### config.mk
export PLATFORM = sky130hd
export DESIGN_NAME = ctrl_mon_flat
export DESIGN_NICKNAME = d
export VERILOG_FILES = /design/src/rtl/ctrl_mon_pkg.sv /design/src/rtl/ctrl_mon_if.sv /design/src/rtl/sat_counter.sv /design/src/rtl/ctrl_mon.sv /design/src/flat_wrapper.sv
export SDC_FILE = /design/constraint.sdc
export NUM_CORES = 1
export LEC_CHECK = 0
export ABC_AREA = 1
export CAP_MARGIN = 40
export CORE_AREA = 2 2 131 133
export DETAILED_ROUTE_END_ITERATION = 16
export DIE_AREA = 0 0 133 135
export RECOVER_POWER = 100
export SYNTH_ARGS = -nofsm -noshare
export SYNTH_HDL_FRONTEND = slang
export SYNTH_SLANG_ARGS = --single-unit
### constraint.sdc
create_clock -name clk -period 2.34 [get_ports clk]
set_input_delay 0.468 -clock clk [delete_from_list [all_inputs] [get_ports clk]]
set_output_delay 0.468 -clock clk [all_outputs]
set_load 0.03 [all_outputs]
### src/rtl/ctrl_mon_pkg.sv
// ctrl_mon_pkg: shared FSM states, retire classes, err_code bit indices and timeout constant
package ctrl_mon_pkg;
  typedef enum logic [1:0] {MON_IDLE, MON_ACTIVE, MON_HALT} mon_state_t;
  typedef enum logic [2:0] {CLS_NONE = 3'd0, CLS_DP = 3'd1, CLS_LDR = 3'd2, CLS_STR = 3'd3, CLS_BR = 3'd4} instr_class_t;
  localparam int ERR_MULTI = 0;
  localparam int ERR_TIMEOUT = 1;
  localparam int ERR_DUAL = 2;
  localparam int ERR_STRADR = 3;
  localparam logic [2:0] TIMEOUT_CYC = 3'd6;
endpackage

### src/rtl/ctrl_mon_if.sv
// ctrl_mon_if: multicycle controller outputs; master drives them, slave (the monitor) observes them
interface ctrl_mon_if;
  logic PCWrite, MemWrite, RegWrite, IRWrite, AdrSrc;
  logic [1:0] RegSrc, ALUSrcA, ALUSrcB, ResultSrc, ImmSrc, ALUControl;
  modport master (output PCWrite, MemWrite, RegWrite, IRWrite, AdrSrc, RegSrc, ALUSrcA, ALUSrcB, ResultSrc, ImmSrc, ALUControl);
  modport slave (input PCWrite, MemWrite, RegWrite, IRWrite, AdrSrc, RegSrc, ALUSrcA, ALUSrcB, ResultSrc, ImmSrc, ALUControl);
endinterface

### src/rtl/sat_counter.sv
// sat_counter: W-bit up counter with enable that sticks at all-ones, async active-low reset
module sat_counter #(parameter int W = 16) (
  input  logic         clk,
  input  logic         reset,
  input  logic         en,
  output logic [W-1:0] q
);
  always_ff @(posedge clk or negedge reset)
    if (!reset) q <= '0;
    else if (en && !(&q)) q <= q + W'(1);
endmodule

### src/rtl/ctrl_mon.sv
// ctrl_mon: retire/class/cycle monitor for a multicycle controller; CTRL_MON_CPI_EN adds total_cycles/total_instr
module ctrl_mon import ctrl_mon_pkg::*; (
  input  logic        clk,
  input  logic        reset,
  ctrl_mon_if.slave   ctrl,
  output logic        instr_done,
  output logic [2:0]  instr_class,
  output logic [2:0]  instr_cycles,
  output logic [15:0] dp_count,
  output logic [15:0] ldr_count,
  output logic [15:0] str_count,
  output logic [15:0] br_count,
  output logic [15:0] none_count,
  output logic [3:0]  err_code,
  output logic        err
`ifdef CTRL_MON_CPI_EN
  ,
  output logic [31:0] total_cycles,
  output logic [31:0] total_instr
`endif
);
  mon_state_t state, state_d;
  instr_class_t cls, cls_d, ev_cls;
  logic [2:0] cyc, cyc_d, class_d, cycles_d;
  logic [3:0] err_d;
  logic retire, multi, ev_str, ev_ldr, ev_dp, ev_br, dual;
  always_ff @(posedge clk or negedge reset)
    if (!reset) begin
      state <= MON_IDLE;
      cyc <= '0;
      cls <= CLS_NONE;
      err_code <= '0;
      instr_done <= 1'b0;
      instr_class <= '0;
      instr_cycles <= '0;
    end else begin
      state <= state_d;
      cyc <= cyc_d;
      cls <= cls_d;
      err_code <= err_d;
      instr_done <= retire;
      instr_class <= class_d;
      instr_cycles <= cycles_d;
    end
  always_comb begin
    state_d = state;
    cyc_d = cyc;
    cls_d = cls;
    err_d = err_code;
    class_d = instr_class;
    cycles_d = instr_cycles;
    retire = 1'b0;
    multi = ctrl.MemWrite & ctrl.RegWrite;
    ev_str = ctrl.MemWrite & ~multi;
    ev_ldr = ctrl.RegWrite & ~multi & (ctrl.ResultSrc == 2'b01);
    ev_dp = ctrl.RegWrite & ~multi & (ctrl.ResultSrc == 2'b00);
    ev_br = ctrl.PCWrite;
    ev_cls = ev_str ? CLS_STR : ev_ldr ? CLS_LDR : ev_dp ? CLS_DP : ev_br ? CLS_BR : CLS_NONE;
    dual = (ev_cls != CLS_NONE) && ((cls != CLS_NONE) || (ev_br && ev_cls != CLS_BR));
    if (state != MON_HALT) begin
      err_d[ERR_MULTI] = err_code[ERR_MULTI] | multi;
      err_d[ERR_STRADR] = err_code[ERR_STRADR] | (ctrl.MemWrite & ~ctrl.AdrSrc);
    end
    case (state)
      MON_IDLE:
        if (ctrl.IRWrite) begin
          state_d = MON_ACTIVE;
          cyc_d = 3'd1;
          cls_d = CLS_NONE;
        end
      MON_ACTIVE:
        if (ctrl.IRWrite) begin
          retire = 1'b1;
          class_d = cls;
          cycles_d = cyc;
          cyc_d = 3'd1;
          cls_d = CLS_NONE;
        end else if (cyc == TIMEOUT_CYC) begin
          err_d[ERR_TIMEOUT] = 1'b1;
          state_d = MON_HALT;
        end else begin
          cyc_d = cyc + 3'd1;
          cls_d = (cls == CLS_NONE) ? ev_cls : cls;
          err_d[ERR_DUAL] = err_code[ERR_DUAL] | dual;
        end
      default: ;
    endcase
  end
  assign err = |err_code;
  sat_counter #(.W(16)) u_dp (.clk(clk), .reset(reset), .en(retire && cls == CLS_DP), .q(dp_count));
  sat_counter #(.W(16)) u_ldr (.clk(clk), .reset(reset), .en(retire && cls == CLS_LDR), .q(ldr_count));
  sat_counter #(.W(16)) u_str (.clk(clk), .reset(reset), .en(retire && cls == CLS_STR), .q(str_count));
  sat_counter #(.W(16)) u_br (.clk(clk), .reset(reset), .en(retire && cls == CLS_BR), .q(br_count));
  sat_counter #(.W(16)) u_none (.clk(clk), .reset(reset), .en(retire && cls == CLS_NONE), .q(none_count));
`ifdef CTRL_MON_CPI_EN
  sat_counter #(.W(32)) u_tcyc (.clk(clk), .reset(reset), .en(state == MON_ACTIVE), .q(total_cycles));
  sat_counter #(.W(32)) u_tins (.clk(clk), .reset(reset), .en(retire), .q(total_instr));
`endif
endmodule

### src/flat_wrapper.sv
// flat-port wrapper written by rule: the top's interface ports become plain ports
module ctrl_mon_flat import ctrl_mon_pkg::*;
  (clk, reset, instr_done, instr_class, instr_cycles, dp_count, ldr_count, str_count, br_count, none_count, err_code, err, ctrl_PCWrite, ctrl_MemWrite, ctrl_RegWrite, ctrl_IRWrite, ctrl_AdrSrc, ctrl_RegSrc, ctrl_ALUSrcA, ctrl_ALUSrcB, ctrl_ResultSrc, ctrl_ImmSrc, ctrl_ALUControl);
  ctrl_mon_if ctrl_i ();
  input  logic clk;
  input  logic reset;
  output logic instr_done;
  output logic [2:0] instr_class;
  output logic [2:0] instr_cycles;
  output logic [15:0] dp_count;
  output logic [15:0] ldr_count;
  output logic [15:0] str_count;
  output logic [15:0] br_count;
  output logic [15:0] none_count;
  output logic [3:0] err_code;
  output logic err;
  input wire logic [$bits(ctrl_i.PCWrite)-1:0] ctrl_PCWrite;
  input wire logic [$bits(ctrl_i.MemWrite)-1:0] ctrl_MemWrite;
  input wire logic [$bits(ctrl_i.RegWrite)-1:0] ctrl_RegWrite;
  input wire logic [$bits(ctrl_i.IRWrite)-1:0] ctrl_IRWrite;
  input wire logic [$bits(ctrl_i.AdrSrc)-1:0] ctrl_AdrSrc;
  input wire logic [$bits(ctrl_i.RegSrc)-1:0] ctrl_RegSrc;
  input wire logic [$bits(ctrl_i.ALUSrcA)-1:0] ctrl_ALUSrcA;
  input wire logic [$bits(ctrl_i.ALUSrcB)-1:0] ctrl_ALUSrcB;
  input wire logic [$bits(ctrl_i.ResultSrc)-1:0] ctrl_ResultSrc;
  input wire logic [$bits(ctrl_i.ImmSrc)-1:0] ctrl_ImmSrc;
  input wire logic [$bits(ctrl_i.ALUControl)-1:0] ctrl_ALUControl;
  assign ctrl_i.PCWrite = ctrl_PCWrite;
  assign ctrl_i.MemWrite = ctrl_MemWrite;
  assign ctrl_i.RegWrite = ctrl_RegWrite;
  assign ctrl_i.IRWrite = ctrl_IRWrite;
  assign ctrl_i.AdrSrc = ctrl_AdrSrc;
  assign ctrl_i.RegSrc = ctrl_RegSrc;
  assign ctrl_i.ALUSrcA = ctrl_ALUSrcA;
  assign ctrl_i.ALUSrcB = ctrl_ALUSrcB;
  assign ctrl_i.ResultSrc = ctrl_ResultSrc;
  assign ctrl_i.ImmSrc = ctrl_ImmSrc;
  assign ctrl_i.ALUControl = ctrl_ALUControl;
  ctrl_mon u_core (.clk(clk), .reset(reset), .ctrl(ctrl_i), .instr_done(instr_done), .instr_class(instr_class), .instr_cycles(instr_cycles), .dp_count(dp_count), .ldr_count(ldr_count), .str_count(str_count), .br_count(br_count), .none_count(none_count), .err_code(err_code), .err(err));
endmodule
==> results.py, run 1 <==
metrics = {
    "global_route": {
        "overflow": 0,
        "grt_pass1_wl_um": 23100,
        "antenna_found_initial": 0,
        "grt_start_max_net_pins": 41,
        "grt_use_total": 0.156,
        "grt_pass1_vias": 4918,
    },
    "drt": {
        "dr_total_vias": 5305,
        "routedWlPerCell_um": 11.5,
        "drtPass1Iterations": 4,
        "postRouteWirelength_um": 13200,
        "antenna_left": 0,
        "drc_errors": 0,
        "vias_per_cell": 4.61,
        "drtIter0Drc": 261,
    },
    "critical_path": {
        "path_cells": "dlygate4sd3_1",
        "critPathKind": "flip-flop to output pin",
        "critPathMaxFanout": 7,
        "worstPathRequired_ns": 1.87,
        "cp-start-kind": "flip-flop",
        "end_kind": "output pin",
        "slowest_stage": "dlygate4sd3_1",
        "cp_slowest_stage_delay_ns": 0.79,
        "cp_top_family": "buffers and inverters",
        "critPathBufInv": 1,
        "arrival_ns": 1.60,
    },
    "layout": {
        "num-fill-cells": 1656,
        "fin_nets": 951,
        "drive_above_1_share": 0.0441,
        "stdcell_area_um2": 7310,
        "n_antenna_cell": 0,
        "area_growth_pct": 25.5,
    },
    "placement": {
        "io_buffer_count": 100,
        "dp_hpwl_um": 9790,
        "place_congestion": 0.822,
        "place_area_um2": 7050,
    },
    "die": {
        "placementRows": 47,
        "ioPinCount": 111,
        "dieArea_um2": 18000,
        "core_region_area_um2": 16400,
        "die_x_um": 133,
        "die_y_um": 135,
        "start_util": 0.355,
    },
    "run": {
        "cap_violations": 0,
    },
    "logic_synthesis": {
        "synth_cells": 821,
        "syn_nets": 847,
        "ys_warn_count": 0,
        "synth-compound-area-share": 0.0479,
        "synth_adder_area_share": 0.0150,
        "synth-seq-cells": 99,
        "ys_types": 34,
        "syn-cell-area_um2": 5820,
        "synth_mux_area_frac": 0,
        "synth_top_family_by_area": "simple AND/OR/NAND/NOR gates",
        "synth-xor-area-share": 0.0526,
        "synthSimpleGateAreaFrac": 0.395,
        "avgSynthCellArea_um2": 7.09,
        "ys_seq_area_frac": 0.425,
    },
    "sta": {
        "final.period_utilization": 0.886,
        "slew-limit-headroom": 0.335,
        "rsz0062_at_grt": "no",
        "setup-tns-final_ns": 0,
        "hold_viol": 0,
        "setup_viol": 0,
        "clock_skew_ns": 0.00844,
        "period_minus_slack_ns": 2.07,
        "fmaxAchievable_mhz": 482,
        "worstMarginPinSlew_ns": 0.997,
        "slew_viol_final": 0,
    },
    "clock_tree": {
        "clock_latency_ns": 0.35,
        "root_buffer": "clkbuf_16",
        "cts_hold_buffers": 0,
        "cts.sinks": 99,
        "path_clk_slew_ns": 0.07,
        "post_cts_buffers": 0,
        "cts_tree": "built",
        "htreeDepth": 3,
        "clock_path_buffers": 2,
        "post_cts_resized": 0,
        "numCtsBuffers": 9,
    },
    "pwr": {
        "p_leak_nw": 3.55,
        "vdd_drop_max_mv": 0.367,
        "power_density_nw_per_um2": 451,
        "p_total_w": 0.00330,
    },
    "outcome": {
        "status": "completed",
    },
    "hold_path": {
        "hp-class": "input port to async pin",
    },
}
final cells by class:
class,count,area (um2),area share
clock buffer,13,260,0.0356
timing repair buffer,104,1020,0.139
sequential,99,2480,0.339
tap,220,275,0.0377
multi-input combinational,638,2960,0.405
clock inverter,3,46.3,0.00633
inverter,73,274,0.0375
cell families (layout without fill, tap and decap cells):
kind of cell / Yosys count / count (layout)
simple gates: 549 / 549
compound gates: 47 / 47
buf+inv: 84 / 193
flops: 99 / 99
fa+ha+maj: 7 / 7
xor+xnor: 35 / 35
stage by stage:
stage / hold WS [ns] / std cells / setup WS (ns) / util
5_1_grt: 0.359 / 1150 / 0.0658 / 0.445
2_1_floorplan: 0.172 / 821 / 0.593 / -
4_1_cts: 0.112 / 1150 / 0.306 / 0.449
6_report: 0.274 / 1150 / 0.267 / 0.445
3_5_place_dp: 0.475 / 1134 / 0.183 / 0.430
3_3_place_gp: 0.471 / 1134 / 0.237 / 0.430
layer usage:
layer | vias to the layer above | track usage | share of wire | routed length (um)
met1 | 2408 | 0.214 | 0.49 | 6530
met4 | 0 | 0.0538 | 0.014 | 182
li1 | 2798 | - | - | -
met5 | - | 0 | 0 | 0
met2 | 87 | 0.246 | 0.45 | 5900
met3 | 12 | 0.0323 | 0.046 | 613
placed cells by master (no fill, tap or decap), types with 4 or more instances in the layout:
master,count
nand4_1,28
nor2_1,89
clkbuf_16,9
dlygate4sd3_1,95
xnor2_1,28
nand3_1,43
inv_1,69
dfrtp_1,99
xor2_1,7
nand2_1,369
inv_2,4
clkdlybuf4s50_1,4
ha_1,7
o21ai_0,33
clkbuf_2,4
Yosys cell counts, drive strengths merged:
cell,number,share of area
dfrtp,99,0.43
o21a,1,0.0013
ha,7,0.015
nand3b,2,0.0026
clkbuf,1,0.00064
a21oi,2,0.0017
nor2b,1,0.0011
o211ai,1,0.0013
o31ai,1,0.0013
and2b,1,0.0017
buf,10,0.016
o22ai,3,0.0032
nor2,95,0.070
a31oi,2,0.0021
nand4,28,0.030
or2,2,0.0021
xor2,7,0.011
xnor2,28,0.042
nand3,44,0.039
inv,73,0.047
nor3,4,0.0043
nand2,372,0.24
o21ai,37,0.037
state kept, by name, indices dropped and copies added (netlist names), 2 cells and up:
register / flops
u_core.err_code: 4
u_core.u_ldr.q: 16
u_core.u_none.q: 16
u_core.state: 2
u_core.instr_cycles: 3
u_core.u_str.q: 16
u_core.cls: 3
u_core.u_dp.q: 16
u_core.cyc: 3
u_core.u_br.q: 16
u_core.instr_class: 3
power breakdown:
part	internal, W	switching (W)
clock	0.000891	0.000635
combinational	0.0000157	0.0000443
sequential	0.00171	0.000000767
total	0.00262	0.000680
final timing paths:
check                                   start                   to  slack (ns)  depth (start not counted)
min in group clk           u_core.err_code[3]   u_core.err_code[3]        0.48                          2
hold / removal                          reset    u_core.u_str.q[4]        0.27                          1
setup / recovery           u_core.u_ldr.q[13]        ldr_count[13]        0.27                          1
max in group asynchronous               reset   u_core.u_none.q[1]        0.57                          2
hold reg to reg            u_core.err_code[3]   u_core.err_code[3]        0.48                          2
setup reg to reg           u_core.u_none.q[0]  u_core.u_none.q[10]        0.31                          8
No activity file was read; power rests on OpenSTA's default activity.
==> inputs of run 2 (changes only) <==
CELL_PAD_IN_SITES_DETAIL_PLACEMENT = 2   (was unset)
CELL_PAD_IN_SITES_GLOBAL_PLACEMENT = 2   (was unset)
CORE_AREA = 2 2 153 155   (was 2 2 131 133)
DIE_AREA = 0 0 155 157   (was 0 0 133 135)
PLACE_DENSITY_LB_ADDON = 0.1   (was unset)
clock period = 1.7 ns   (was 2.34 ns; I/O delays follow)
==> results.py, run 2 (synthesis gave the netlist of run 1 again) <==
metrics = {
    "layout": {
        "area_growth_pct": 38.7,
        "fin_nets": 1026,
        "n_antenna_cell": 0,
        "drive_above_1_share": 0.144,
        "num-fill-cells": 2652,
        "fin_cells": 1290,
        "final_cell_mix": "364 x nand2_1, 91 x dlygate4sd2_1, 85 x dfrtp_1, 83 x nor2_1, 68 x inv_1",
        "final_common_cell": "nand2_1",
    },
    "drt": {
        "drtIter0Drc": 98,
        "drtPass1Iterations": 4,
        "vias_per_cell": 4.69,
        "drc_errors": 0,
        "dr_total_vias": 6053,
        "routedWlPerCell_um": 15.9,
        "antenna_left": 0,
        "postRouteWirelength_um": 20500,
    },
    "sta": {
        "hold_viol": 0,
        "slew-limit-headroom": 0.482,
        "worst_slack_ns": 0.0357,
        "fmaxAchievable_mhz": 601,
        "period_minus_slack_ns": 1.66,
        "final.period_utilization": 0.979,
        "worstMarginPinSlew_ns": 0.777,
        "slew_viol_final": 0,
        "setup_viol": 0,
        "clock_skew_ns": 0.0130,
    },
    "clock_tree": {
        "cts.sinks": 99,
        "cts_tree": "built",
        "root_buffer": "clkbuf_16",
        "path_clk_slew_ns": 0.07,
        "htreeDepth": 3,
        "numCtsBuffers": 9,
        "clock_path_buffers": 2,
        "clock_latency_ns": 0.35,
    },
    "die": {
        "die_y_um": 157,
        "die_x_um": 155,
        "ioPinCount": 111,
        "dieArea_um2": 24300,
        "placementRows": 55,
        "start_util": 0.259,
        "core_region_area_um2": 22500,
    },
    "placement": {
        "pre_cts_ws_ns": -0.275,
        "place_congestion": 0.768,
        "dp_hpwl_um": 15700,
        "numPlacedInstances": 1266,
        "io_buffer_count": 100,
    },
    "pwr": {
        "vdd_drop_max_mv": 0.357,
        "p_total_w": 0.00450,
        "p_leak_nw": 4.06,
        "power_density_nw_per_um2": 557,
    },
    "global_route": {
        "grt_start_max_net_pins": 29,
        "overflow": 0,
        "antenna_found_initial": 1,
        "grt_pass1_wl_um": 34600,
        "grt_use_total": 0.176,
        "grt_pass1_vias": 6858,
    },
    "hold_path": {
        "hp-class": "flip-flop to flip-flop",
    },
    "critical_path": {
        "critPathKind": "flip-flop to output pin",
        "cp-start-kind": "flip-flop",
        "critPathMaxFanout": 5,
        "arrival_ns": 1.32,
        "end_kind": "output pin",
        "worstPathRequired_ns": 1.36,
    },
    "run": {
        "cap_violations": 0,
    },
    "outcome": {
        "status": "completed",
    },
}
[run 2: cell types whose count changed in the layout (fill, tap and decap cells not counted), moves of 5 or more]
cell,before,now
nor2_4,3,8
dlygate4sd2_1,0,91
dfrtp_2,0,14
dlygate4sd3_1,95,1
buf_12,0,9
dfrtp_1,99,85
nand2_1,369,364
buf_4,1,65
nor2_1,89,83
[run 2: metal layers]
metal  global-route usage  part of all wire  up-vias
met1                0.204              0.43     3032
met5                    0                 0        -
met4               0.0410             0.012        0
met3               0.0195             0.018       17
met2                0.343              0.54       62
li1                     -                 -     2942
[run 2: report_power, final]
part	switching, W	total [W]	internal [W]
combinational	0.0000712	0.000108	0.0000372
sequential	0.000000950	0.00236	0.00235
clock	0.000924	0.00204	0.00111
total	0.000996	0.00450	0.00350
[run 2: final cells by class]
type	count	area (um2)	area share
inverter	73	277	0.0342
sequential	99	2490	0.309
clock inverter	2	10.0	0.00124
multi-input combinational	639	3080	0.381
clock buffer	14	274	0.0339
tap	285	357	0.0442
timing repair buffer	178	1590	0.196
[run 2: worst max-delay path: stages (launching register included)]
cell and delay (ns):
dfrtp_1 0.44, buf_4 0.15, dlygate4sd2_1 0.39
[run 2: final timing paths]
check                              startpoint            endpoint  slack, ns  cells after the start
max                        u_core.u_str.q[10]       str_count[10]       0.04                      2
min                        u_core.err_code[1]  u_core.err_code[1]       0.49                      2
max reg2reg                 u_core.u_str.q[0]   u_core.u_str.q[2]       0.10                     10
min reg2reg                u_core.err_code[1]  u_core.err_code[1]       0.49                      2
max in group asynchronous               reset    u_core.u_dp.q[1]       0.45                      3
min in group asynchronous               reset   u_core.u_str.q[5]       0.60                      2
[run 2: repair_timing]
action                                  CTS  global route
gates cloned                              1             1
resized for setup                        98            25
hold endpoints to repair                 20             0
endpoints found under the setup margin  121            71
buffers inserted                          0             5
hold buffers                              1             0
pin swaps                                 1             5
[run 2: through the flow]
stage	hold slack [ns]	TNS [ns]	instance area, um2	util
global route	0.537	-0.0399	8070	0.359
detailed placement	0.295	-15.79	7710	0.343
floorplan	0.0444	0	5840	-
finish	0.492	0	8070	0.359
CTS	0.460	0	7930	0.352
global placement	0.287	-11.37	7710	0.343
==> inputs of run 3 (changes only) <==
clock period = 1.5 ns   (was 1.7 ns; I/O delays follow)
==> results.py, run 3 (synthesis gave the netlist of run 1 again) <==
metrics = {
    "outcome": {
        "status": "finished, violations left",
        "violations": "setup timing",
    },
    "critical_path": {
        "critPathMaxFanout": 6,
        "cp-start-kind": "flip-flop",
        "end_kind": "flip-flop",
        "critPathKind": "flip-flop to flip-flop",
        "crit_path_end": "u_core.u_br.q[6]",
        "rr_startpoint": "u_core.u_br.q[0]",
        "rr_worst_depth": 9,
        "reg2reg_setup_slack_ns": -0.03,
        "worstPathRequired_ns": 1.78,
        "critPathLaunch": "u_core.u_br.q[0]",
        "arrival_ns": 1.81,
        "r2r_end": "u_core.u_br.q[6]",
    },
    "global_route": {
        "grt_start_max_net_pins": 36,
        "grt_pass1_vias": 7687,
        "grt_use_total": 0.200,
        "grt_pass1_wl_um": 38900,
        "antenna_found_initial": 1,
        "overflow": 0,
    },
    "layout": {
        "fin_nets": 1138,
        "final_common_cell": "nand2_1",
        "fin_cells": 1403,
        "final_cell_mix": "271 x nand2_1, 153 x buf_4, 74 x nand2_2, 70 x dfrtp_1, 61 x inv_1",
        "area_growth_pct": 63.5,
        "drive_above_1_share": 0.413,
    },
    "clock_tree": {
        "cts_tree": "built",
        "numCtsBuffers": 9,
        "clock_latency_ns": 0.36,
        "htreeDepth": 3,
        "cts.sinks": 99,
        "clock_path_buffers": 2,
        "path_clk_slew_ns": 0.08,
        "root_buffer": "clkbuf_16",
    },
    "sta": {
        "setup-tns-final_ns": -0.205,
        "fmaxAchievable_mhz": 652,
        "clock_skew_ns": 0.0114,
        "worstMarginPinSlew_ns": 0.705,
        "setup_viol": 16,
        "rsz0062_at_grt": "yes",
        "period_minus_slack_ns": 1.53,
        "worst_slack_ns": -0.0332,
        "slew_viol_final": 0,
        "slew-limit-headroom": 0.530,
        "final.period_utilization": 1.02,
        "hold_viol": 0,
    },
    "drt": {
        "vias_per_cell": 4.68,
        "drtPass1Iterations": 4,
        "drtIter0Drc": 104,
        "dr_total_vias": 6573,
        "drc_errors": 0,
        "routedWlPerCell_um": 17.1,
        "postRouteWirelength_um": 24000,
        "antenna_left": 0,
    },
    "pwr": {
        "vdd_drop_max_mv": 0.472,
        "p_total_w": 0.00545,
        "p_leak_nw": 4.64,
        "power_density_nw_per_um2": 573,
    },
    "placement": {
        "numPlacedInstances": 1340,
        "pre_cts_ws_ns": -0.355,
        "io_buffer_count": 100,
        "place_congestion": 0.765,
        "dp_hpwl_um": 17400,
    },
    "die": {
        "start_util": 0.259,
        "die_y_um": 157,
        "dieArea_um2": 24300,
        "placementRows": 55,
        "core_region_area_um2": 22500,
        "die_x_um": 155,
        "ioPinCount": 111,
    },
    "run": {
        "cap_violations": 0,
    },
    "hold_path": {
        "hp-class": "input port to flip-flop",
    },
}
[run 3: what timing repair did]
action / 4_1_cts / 5_1_grt
endpoints found under the hold margin: 20 / 0
gates cloned: 4 / 1
setup buffers: 25 / 22
endpoints found under the setup margin: 149 / 125
gates resized for setup: 301 / 210
pin swaps: 28 / 49
hold buffers: 1 / 0
[run 3: worst min-delay path by stage]
stage / startpoint / endpoint / slack, ns / depth (start not counted)
2_1_floorplan: reset / u_core.cls[0] / 0.004 / 0
3_3_place_gp: reset / u_core.u_dp.q[3] / 0.25 / 1
3_5_place_dp: reset / u_core.u_dp.q[3] / 0.25 / 1
4_1_cts: reset / u_core.u_dp.q[3] / 0.41 / 2
5_1_grt: ctrl_IRWrite / u_core.instr_done / 0.48 / 4
6_report: ctrl_IRWrite / u_core.instr_done / 0.46 / 4
[run 3: critical path, cell delays in order, from the launching register on]
cell and delay (ns):
dfrtp_2 0.39, ha_4 0.15, nand2_4 0.06, nor2_4 0.14
nand2_4 0.08, o21ai_4 0.23, buf_4 0.16, buf_6 0.10
nand2_1 0.06, o21ai_1 0.08
[run 3: area by class of cell]
cell class,count,area [um2]
antenna,1,2.50
timing repair buffer,289,2330
tap,285,357
sequential,99,2510
clock inverter,7,98.8
clock buffer,9,225
inverter,73,294
fill,2587,13000
multi-input combinational,639,3690
timing repair inverter,1,7.51
[run 3: where the power goes]
| group | switching, W | total [W] | internal, W |
|---|---|---|---|
| clock | 0.00119 | 0.00267 | 0.00148 |
| combinational | 0.0000814 | 0.000116 | 0.0000345 |
| sequential | 0.00000121 | 0.00267 | 0.00267 |
[run 3: metal layers]
layer  GRT usage  vias to the layer above  wire [um]
met5           0                        -          0
li1            -                     3156          -
met1       0.223                     3330       9680
met3      0.0245                       20        507
met4      0.0560                        0        303
met2       0.396                       67      13500
[run 3: stage by stage]
stage	util	cell area [um2]	hold slack, ns
2_1_floorplan	-	5970	0.00441
3_3_place_gp	0.371	8350	0.249
3_5_place_dp	0.371	8350	0.252
4_1_cts	0.407	9150	0.411
5_1_grt	0.423	9520	0.480
6_report	0.423	9520	0.464
